`src/rtl/string_buf_ctrl_pkg.sv`:
```
// Shared definitions for the line-editor controller: state encoding,
// key-event priority, blank character and default widths.
package string_buf_ctrl_pkg;

   localparam int unsigned AW_DEF = 4;
   localparam int unsigned CW_DEF = 8;

   localparam logic [7:0] BLANK_CHAR = 8'h20;

   typedef enum logic [2:0] {
      ST_IDLE,
      ST_INS_SHIFT,
      ST_INS_WRITE,
      ST_DEL_SHIFT,
      ST_DEL_DONE,
      ST_EMIT
   } state_t;

   typedef enum logic [2:0] {
      EV_NONE,
      EV_BS,
      EV_CHAR,
      EV_LEFT,
      EV_RIGHT,
      EV_DOWN
   } key_ev_t;

   // Highest-priority event wins; the rest are discarded without a drop.
   function automatic key_ev_t pick_event(input logic bs, input logic ch,
                                          input logic lf, input logic rt,
                                          input logic dn);
      if (bs)      return EV_BS;
      else if (ch) return EV_CHAR;
      else if (lf) return EV_LEFT;
      else if (rt) return EV_RIGHT;
      else if (dn) return EV_DOWN;
      else         return EV_NONE;
   endfunction

endpackage

```
`src/rtl/string_buf_ctrl_ram.sv`:
```
// Character buffer: DEPTH x CW register file, one synchronous write port,
// two asynchronous read ports (shift/emit path and display path).
module strbuf_ram
   import string_buf_ctrl_pkg::*;
#(
   parameter int unsigned AW = AW_DEF,
   parameter int unsigned CW = CW_DEF
) (
   input  logic          clk,
   input  logic          we,
   input  logic [AW-1:0] waddr,
   input  logic [CW-1:0] wdata,
   input  logic [AW-1:0] raddr_a,
   output logic [CW-1:0] rdata_a,
   input  logic [AW-1:0] raddr_b,
   output logic [CW-1:0] rdata_b
);

   logic [CW-1:0] mem [2**AW];

   // Contents are deliberately not reset; validity is tracked by the length.
   always_ff @(posedge clk) begin
      if (we) mem[waddr] <= wdata;
   end

   assign rdata_a = mem[raddr_a];
   assign rdata_b = mem[raddr_b];

endmodule

```
`src/rtl/string_buf_ctrl.sv`:
```
// Line-editor controller: key events edit a character buffer at a cursor,
// down streams the string out over valid/ready and clears it.
// Optional build macro STRBUF_CURSOR_WRAP_EN: left/right wrap the cursor
// at the ends instead of dropping the event.
//
// state        | meaning
// -------------+-----------------------------------------------------
// ST_IDLE      | sample key events, left/right handled in place
// ST_INS_SHIFT | move entries up one slot per cycle from len down to cursor
// ST_INS_WRITE | write latched char at cursor, len+1, cursor+1
// ST_DEL_SHIFT | move entries down one slot per cycle from cursor-1 up
// ST_DEL_DONE  | len-1, cursor-1
// ST_EMIT      | present buf[rptr] on valid/ready until last handshake
module string_buf_ctrl
   import string_buf_ctrl_pkg::*;
#(
   parameter int unsigned AW = AW_DEF,
   parameter int unsigned CW = CW_DEF
) (
   input  logic          clk,
   input  logic          i_sclr_n,
   input  logic [CW-1:0] i_ascii,
   input  logic          i_char_en,
   input  logic          i_bs_en,
   input  logic          i_left_en,
   input  logic          i_right_en,
   input  logic          i_down_en,
   input  logic [AW-1:0] i_rd_addr,
   output logic [CW-1:0] o_rd_data,
   output logic [AW:0]   o_len,
   output logic [AW:0]   o_cursor,
   output logic          o_busy,
   output logic          o_drop,
   output logic [CW-1:0] o_out_data,
   output logic          o_out_valid,
   output logic          o_out_last,
   input  logic          i_out_ready
);

   localparam int unsigned LW = AW + 1;
   localparam logic [LW-1:0] DEPTH_L = LW'(2**AW);
   localparam logic [LW-1:0] ONE_L   = LW'(1);

   state_t        state_q;
   logic [LW-1:0] len_q, cur_q, idx_q;
   logic [AW-1:0] rptr_q;
   logic [LW-1:0] rptr_nx;
   logic [CW-1:0] char_q;
   logic          drop_q, out_valid_q, out_last_q;
   logic [CW-1:0] out_data_q;

   logic          ram_we;
   logic [AW-1:0] ram_waddr, ram_raddr;
   logic [CW-1:0] ram_wdata, ram_rdata, disp_rdata;

   key_ev_t       ev;
   logic          any_ev;

   assign ev      = pick_event(i_bs_en, i_char_en, i_left_en, i_right_en, i_down_en);
   assign any_ev  = i_bs_en | i_char_en | i_left_en | i_right_en | i_down_en;
   assign rptr_nx = {1'b0, rptr_q} + ONE_L;

   strbuf_ram #(.AW(AW), .CW(CW)) u_ram (
      .clk     (clk),
      .we      (ram_we),
      .waddr   (ram_waddr),
      .wdata   (ram_wdata),
      .raddr_a (ram_raddr),
      .rdata_a (ram_rdata),
      .raddr_b (i_rd_addr),
      .rdata_b (disp_rdata)
   );

   // Buffer access: shift moves neighbour into idx; emit prefetches the next entry.
   always_comb begin
      ram_we    = 1'b0;
      ram_waddr = idx_q[AW-1:0];
      ram_wdata = ram_rdata;
      ram_raddr = '0;
      case (state_q)
         ST_INS_SHIFT: begin
            ram_we    = 1'b1;
            ram_raddr = idx_q[AW-1:0] - AW'(1);
         end
         ST_INS_WRITE: begin
            ram_we    = 1'b1;
            ram_waddr = cur_q[AW-1:0];
            ram_wdata = char_q;
         end
         ST_DEL_SHIFT: begin
            ram_we    = 1'b1;
            ram_raddr = idx_q[AW-1:0] + AW'(1);
         end
         ST_EMIT:  ram_raddr = rptr_nx[AW-1:0];
         default:  ram_raddr = '0;
      endcase
   end

   // Editor FSM with counters and registered handshake outputs.
   always_ff @(posedge clk) begin
      if (!i_sclr_n) begin
         state_q     <= ST_IDLE;
         len_q       <= '0;
         cur_q       <= '0;
         idx_q       <= '0;
         rptr_q      <= '0;
         char_q      <= '0;
         drop_q      <= 1'b0;
         out_valid_q <= 1'b0;
         out_last_q  <= 1'b0;
         out_data_q  <= '0;
      end else begin
         drop_q <= (state_q != ST_IDLE) && any_ev;
         case (state_q)
            ST_IDLE: begin
               case (ev)
                  EV_BS: begin
                     if (cur_q == '0) drop_q <= 1'b1;
                     else begin
                        idx_q   <= cur_q - ONE_L;
                        state_q <= (cur_q == len_q) ? ST_DEL_DONE : ST_DEL_SHIFT;
                     end
                  end
                  EV_CHAR: begin
                     if (len_q == DEPTH_L) drop_q <= 1'b1;
                     else begin
                        char_q  <= i_ascii;
                        idx_q   <= len_q;
                        state_q <= (len_q == cur_q) ? ST_INS_WRITE : ST_INS_SHIFT;
                     end
                  end
                  EV_LEFT: begin
                     if (cur_q != '0) cur_q <= cur_q - ONE_L;
                     else begin
`ifdef STRBUF_CURSOR_WRAP_EN
                        cur_q <= len_q;
`else
                        drop_q <= 1'b1;
`endif
                     end
                  end
                  EV_RIGHT: begin
                     if (cur_q != len_q) cur_q <= cur_q + ONE_L;
                     else begin
`ifdef STRBUF_CURSOR_WRAP_EN
                        cur_q <= '0;
`else
                        drop_q <= 1'b1;
`endif
                     end
                  end
                  EV_DOWN: begin
                     if (len_q == '0) drop_q <= 1'b1;
                     else begin
                        rptr_q      <= '0;
                        out_data_q  <= ram_rdata;
                        out_valid_q <= 1'b1;
                        out_last_q  <= (len_q == ONE_L);
                        state_q     <= ST_EMIT;
                     end
                  end
                  default: ;
               endcase
            end
            ST_INS_SHIFT: begin
               idx_q <= idx_q - ONE_L;
               if ((idx_q - ONE_L) == cur_q) state_q <= ST_INS_WRITE;
            end
            ST_INS_WRITE: begin
               len_q   <= len_q + ONE_L;
               cur_q   <= cur_q + ONE_L;
               state_q <= ST_IDLE;
            end
            ST_DEL_SHIFT: begin
               idx_q <= idx_q + ONE_L;
               if ((idx_q + ONE_L) == (len_q - ONE_L)) state_q <= ST_DEL_DONE;
            end
            ST_DEL_DONE: begin
               len_q   <= len_q - ONE_L;
               cur_q   <= cur_q - ONE_L;
               state_q <= ST_IDLE;
            end
            ST_EMIT: begin
               if (i_out_ready) begin
                  if (out_last_q) begin
                     out_valid_q <= 1'b0;
                     out_last_q  <= 1'b0;
                     len_q       <= '0;
                     cur_q       <= '0;
                     state_q     <= ST_IDLE;
                  end else begin
                     rptr_q     <= rptr_nx[AW-1:0];
                     out_data_q <= ram_rdata;
                     out_last_q <= (rptr_nx == (len_q - ONE_L));
                  end
               end
            end
            default: state_q <= ST_IDLE;
         endcase
      end
   end

   assign o_rd_data   = ({1'b0, i_rd_addr} >= len_q) ? CW'(BLANK_CHAR) : disp_rdata;
   assign o_len       = len_q;
   assign o_cursor    = cur_q;
   assign o_busy      = (state_q != ST_IDLE);
   assign o_drop      = drop_q;
   assign o_out_data  = out_data_q;
   assign o_out_valid = out_valid_q;
   assign o_out_last  = out_last_q;

endmodule

```
`config.mk`:
```
export PLATFORM = sky130hd
export DESIGN_NAME = string_buf_ctrl
export DESIGN_NICKNAME = d
export VERILOG_FILES = /design/src/rtl/string_buf_ctrl_pkg.sv /design/src/rtl/string_buf_ctrl_ram.sv /design/src/rtl/string_buf_ctrl.sv
export SDC_FILE = /design/constraint.sdc
export NUM_CORES = 1
export LEC_CHECK = 0
export ABC_CLOCK_PERIOD_IN_PS = 3650
export CAP_MARGIN = 5
export CORE_ASPECT_RATIO = 1.2
export CORE_MARGIN = 3
export CORE_UTILIZATION = 40
export CTS_CLUSTER_DIAMETER = 200
export DETAILED_ROUTE_END_ITERATION = 7
export GPL_TIMING_DRIVEN = 0
export PLACE_DENSITY = 0.57
export SLEW_MARGIN = 10
export SYNTH_ARGS = -nofsm -noshare
export SYNTH_HDL_FRONTEND = slang
export SYNTH_SLANG_ARGS = --single-unit
```
`constraint.sdc`:
```
create_clock -name clk -period 3.65 [get_ports clk]
set_input_delay 0.73 -clock clk [delete_from_list [all_inputs] [get_ports clk]]
set_output_delay 0.73 -clock clk [all_outputs]
set_load 0.02 [all_outputs]
```
Yosys cells after proc, flatten, opt, wreduce, memory -nomap -nowiden
Memories as Yosys holds them, arrays and structs flattened.
Cells that the tools add are included.
{"block": "classes", "add_sub_neg": 9, "n_lt_le_gt_ge": 1, "n_eq_ne": 33, "muxes": 61, "bitwise": 5, "n_reduce_logical": 19}
{"cell": "$mux W8", "n": 6}
{"cell": "$mux W3", "n": 13}
{"cell": "$mux W5", "n": 6}
{"cell": "$pmux W5 S3", "n": 2}
{"cell": "$eq A5 B5 Y1", "n": 5}
{"cell": "$mux W4", "n": 5}
{"cell": "$pmux W5 S2", "n": 2}
{"cell": "$pmux W5 S4", "n": 1}
{"cell": "$mux W1", "n": 17}
{"cell": "$pmux W8 S2", "n": 1}
{"cell": "$add A5 B1 Y5 const B", "n": 3}
{"cell": "$ne A3 B3 Y1 const B", "n": 5}
{"cell": "$sub A5 B1 Y5 const B", "n": 3}
{"cell": "$eq A3 B2 Y1 const B", "n": 4}
{"cell": "$eq A3 B3 Y1 const B", "n": 4}
{"cell": "$ne A2 B2 Y1 const B", "n": 6}
{"cell": "$pmux W3 S4", "n": 1}
{"cell": "$pmux W4 S3", "n": 1}
{"cell": "$logic_not A5 Y1", "n": 2}
{"cell": "$reduce_and A5 Y1", "n": 2}
{"cell": "$pmux W3 S3", "n": 1}
{"cell": "$reduce_bool A3 Y1", "n": 3}
{"cell": "$pmux W4 S2", "n": 1}
{"cell": "$reduce_and A4 Y1", "n": 2}
{"cell": "25 further kinds", "n": 32}
{"block": "totals", "ff_bits": 41, "ram_bits": 128, "input_bits": 20, "out_inout_bits": 30, "word_cells": 139, "mem_count": 1}
{"memory": "u_ram.mem", "depth": 16, "width": 8, "rd": 2, "rd_clocked_by_memory_dff": 0, "wr": 1, "line": "string_buf_ctrl_ram.sv:19", "text": "logic [CW-1:0] mem [2**AW];"}

Longest topological paths before layout
{"block": "depth", "word_depth": 8, "depth_mapped": 15, "ltp_nobuf": 10}

Cells and area by module
Synthesis repeated with hierarchy kept, for this count alone.
{"block": "unflattened", "hier_cells": 707, "area_unflattened_um2": 9412.8}
{"module": "strbuf_ram", "n_inst": 1, "cells_each": 291, "area_per_inst_um2": 6024.5, "seq_area_each_um2": 3843.7}
{"module": "string_buf_ctrl", "n_inst": 1, "cells_each": 416, "area_per_inst_um2": 3388.2, "seq_area_each_um2": 820.8}

Least setup slack after synthesis
Ideal clock, no wire load.
{"block": "synth_timing", "kind": "reg-to-reg", "start": "register state_q[2]", "end": "memory u_ram.mem[0][0] (netlist bit), data pin", "setup_ns": 0.340, "arrival_ns": 3.510, "required_ns": 3.310, "setup_slack_ns": -0.200, "path_stages_with_launch": 15, "path_buffers": 5, "synth_period_minus_slack_ns": 3.850, "path_cell_list": "dfxtp_1 buf_6 buf_4 and2b_1 nand2_1 inv_1 fa_1 or3b_1 buf_6 nand2_8 buf_12 buf_12 mux2i_1 a221o_1 a211oi_1"}
{"block": "synth_between", "elab_chain_cells": 4, "elab_cells_between_ends": 7, "cone_classes": "eq/ne (4); mux (2); memory (1)"}
{"element": "start: declaration", "line": "string_buf_ctrl.sv:44", "text": "state_t state_q;"}
{"element": "start signal: assignment", "line": "string_buf_ctrl.sv:121", "text": "state_q <= (cur_q == len_q) ? ST_DEL_DONE : ST_DEL_SHIFT;"}
{"element": "start signal: assignment", "line": "string_buf_ctrl.sv:129", "text": "state_q <= (len_q == cur_q) ? ST_INS_WRITE : ST_INS_SHIFT;"}
{"element": "$eq A3 B3 Y1, or another cell as far along", "line": "string_buf_ctrl.sv:80", "text": "case (state_q)"}
{"element": "$pmux W4 S3", "line": "string_buf_ctrl.sv:80"}
{"element": "$mem_v2 Z16 W8"}
{"element": "$mux W8 (*)", "line": "string_buf_ctrl.sv:80"}
{"element": "named net ram_wdata[0]", "line": "string_buf_ctrl.sv:54", "text": "logic [CW-1:0] ram_wdata, ram_rdata, disp_rdata;"}
{"element": "end: declaration", "line": "string_buf_ctrl_ram.sv:19"}
The timed path passes the listed nets; every way through them passes the cells marked *.

Worst setup path in the final report
{"block": "layout_timing", "start": "input port i_rd_addr[0]", "end": "output port o_rd_data[3]"}
{"block": "layout_between", "elab_chain_cells": 2, "elab_cells_between_ends": 3, "cone_classes": "order compare (1); mux (1); memory (1)"}
{"element": "start: declaration", "line": "string_buf_ctrl.sv:28", "text": "input logic [AW-1:0] i_rd_addr,"}
{"element": "$mem_v2 Z16 W8 or $ge A4 B5 Y1 (tied branches)"}
{"element": "$mux W8 (*)", "line": "string_buf_ctrl.sv:203", "text": "assign o_rd_data = ({1'b0, i_rd_addr} >= len_q) ? CW'(BLANK_CHAR) : disp_rdata;"}
{"element": "end: declaration", "line": "string_buf_ctrl.sv:29", "text": "output logic [CW-1:0] o_rd_data,"}
Every way passes the cells marked *; elsewhere a longest branch is shown, timed or not.

==> out/summary.txt <==
design area = 0.01221 mm^2
Gate Count Post-Synth = 847
Synth Flop Type = edfxtp_1
I/O pins = 50
Tmin final = 3.624 ns
placement-stage cell area = 0.01074 mm^2
Avg WL per Cell = 25.37 um
placer congestion estimate = 0.9550
final period utilization = 99.30%
worst r2r path cells = 15
CTS tree = yes
Crit-path slowest cell = clkbuf_1
CTS root buffer = clkbuf_16
post-synthesis net count = 884
vias post-DR = 7833
CTS buffer count = 17
CP Launch Type = input port
#FFs+latches synth = 169
layout cells sized above 1 = 23.60%
DIE AREA = 0.02650 mm^2
sequential share of the synthesized area = 47.45%
antenna violations before repair = 0
Syn Area/Cell = 11.61 um^2
vias in the first global route = 7697
Achievable Freq = 0.2759 GHz
worst hold margin = 0.5002 ns
mapped cell area = 0.009831 mm^2
Synth area leaders = edfxtp_1 39%, mux4_2 9.2%, dfxtp_1 8.3%
crit-path leading delay family = buffers and inverters
most frequent CP cell = mux4_2
Final Non-Filler Cells = 1286
Critical Path End = o_rd_data[3]
area of the multi-input gates = 0.005137 mm^2
total clock sinks = 169
post-DP HPWL = 23140 um
antenna-violating nets left = 0
Die Ht = 177.7 um
Synth top area share = 39.10%
final hold violations = 0
Pins Over Slew Limit = 0
crit-path cells = clkbuf_2, clkbuf_1, mux4_2, mux4_2, nor2b_1, clkdlybuf4s15_2
Longest Clk Path Bufs = 2
worst-skew pair later-pin latency = 0.44 ns
status = complete, no violations
PD cells = 854.3 mW/mm^2
CP Capture Type = output pin
filler cell count = 2195
core area = 0.02405 mm^2
largest net degree at the start of global routing = 19
critical path class = input port to output pin
Die W = 149.1 um
nets = 990
Antenna Cells = 0
sw frac = 41.15%
Commonest cells post-synth = 128 x edfxtp_1, 76 x nor2_1, 41 x dfxtp_1, 41 x nand2_1, 40 x mux4_2
Clk pin slew, worst setup/hold paths = 0.07 ns
Post-synth EDFFs = 128
CP arrival = 2.89 ns
R2R Path End = u_ram.mem[10][2]$_DFFE_PP_
critical path depth in cells = 6
CTS Hold Bufs = 0
setup TNS = 0 ns
Max stage delay on crit path = 0.60 ns
sw power = 4291 uW
Yosys cell types = 82
# rows = 62
Critical Path Source = i_rd_addr[0]
WP buf/inv = 3
drt pass-1 iters = 7
worst r2r src = state_q[0]$_SDFFE_PN0P_
IO buf count = 47
H-tree Lvls = 4
Seq pwr share = 28.1%
Setup-failing EPs final = 0
worst vdd ir = 0.4952 mV
Critical Path RT = 2.92 ns
LEAKAGE = 0.004118 uW
first-pass GRT wire length = 48670 um
most common cell in the netlist = edfxtp_1
Max-Slew Margin vs Limit = 30.18%
Clock power frac = 17.7%
total area of sequential cells = 0.004669 mm^2
Starting Density = 40.88%
Worst-Margin Slew = 1.043 ns
leading area contributor after synthesis = edfxtp_1
area grow syn2layout = 24.16%
HP Class = register to register
Clock Skew = 0.01902 ns
placed insts = 1214
Max Cap Violations = 0
DR vias/cell = 6.091
DRT Wirelength = 32620 um
initial DRC count = 699
combinational share of power = 54.2%
Post-synth ARST share = 0%
internal power = 6137 uW
Critical Path Fanout Max = 10
Yosys warning count = 0
total track usage = 24.82%
r2r setup slk = 0.08 ns
global route overflow = 0
post-route DRC violation count = 0
cell type report:
type                       count  area share, %
timing repair buffer          90          7.709
multi-input combinational    600          42.09
tap                          320          3.280
inverter                      18         0.5741
sequential                   169          38.26
buffer                        57          3.178
clock inverter                15          1.425
clock buffer                  17          3.485
tightest hold or removal path, cell delays in order (launching register included):
cell	delay, ns
dfxtp_1	0.34
a21oi_1	0.06
nor2_1	0.07
worst min path at each step:
| stage | from | depth (start not counted) | endpoint | slack, ns |
|---|---|---|---|---|
| after detailed placement | o_out_valid$_SDFFE_PN0P_ | 2 | o_out_valid$_SDFFE_PN0P_ | 0.48 |
| after floorplan | char_q[6]$_SDFFE_PN0P_ | 2 | char_q[6]$_SDFFE_PN0P_ | 0.46 |
| after global routing | o_out_valid$_SDFFE_PN0P_ | 2 | o_out_valid$_SDFFE_PN0P_ | 0.53 |
| final | o_out_valid$_SDFFE_PN0P_ | 2 | o_out_valid$_SDFFE_PN0P_ | 0.50 |
| after CTS | o_out_valid$_SDFFE_PN0P_ | 2 | o_out_valid$_SDFFE_PN0P_ | 0.50 |
| after global placement | o_out_valid$_SDFFE_PN0P_ | 2 | o_out_valid$_SDFFE_PN0P_ | 0.48 |
metal layers:
metal | GRT usage [%] | part of all wire, %
met1 | 30.43 | 38
met3 | 3.602 | 5.9
met5 | 0 | 0
met4 | 13.09 | 5.8
met2 | 42.33 | 50
registers in the layout, summed over array words and instances (netlist names):
name	count
o_cursor	5
state_q	3
idx_q	5
o_len	5
o_out_last	1
o_drop	1
u_ram.mem	128
o_out_data	8
o_out_valid	1
rptr_q	4
char_q	8
layout by cell type (no fill, tap or decap), types with 17 or more instances in the layout:
cell type,n
a21oi_1,34
buf_12,17
buf_2,19
buf_4,29
clkbuf_1,23
clkbuf_16,18
clkdlybuf4s50_1,38
dfxtp_1,39
edfxtp_1,128
mux2i_1,32
mux4_2,40
nand2_1,38
nand3_1,31
nor2_1,73
nor3_1,18
o21ai_0,18
xnor2_1,18
power by group through the flow:
stage               combinational [uW]  sequential, uW  clock, uW
finish                            5650            2930       1850
global route                      6010            2950       1950
CTS                               5370            2920       1870
detailed placement                4340            3000          0
global placement                  4300            2990          0
floorplan                         2870            2990          0
repair_timing:
item,in CTS,in global routing
gates cloned,1,1
pin swaps,12,6
buffers inserted,34,7
endpoints found under the setup margin,143,132
resized for setup,126,24
stage by stage:
stage                     setup WS (ns)  power (uW)  util (%)
final                           0.02566       10430     50.75
after CTS                      0.009475       10160     50.17
after global placement           -1.380        7293     44.65
after detailed placement         -1.392        7332     44.68
after global routing           -0.01908       10910     50.75
after floorplan                  0.1318        5853         -
cells by family (layout without fill, tap and decap cells):
group | count (synthesis) | in the layout | share of synthesized area, %
and+or+nand+nor | 258 | 258 | 14.10
AOI/OAI and AO/OA | 206 | 206 | 15.20
DFF | 169 | 169 | 47.45
muxes | 87 | 87 | 14.14
buffers and inverters | 78 | 197 | 4.022
xor gates and xnor gates | 32 | 32 | 2.851
adders and majority gates | 17 | 17 | 2.240
Note: power is estimated with default switching activity, not from simulation.
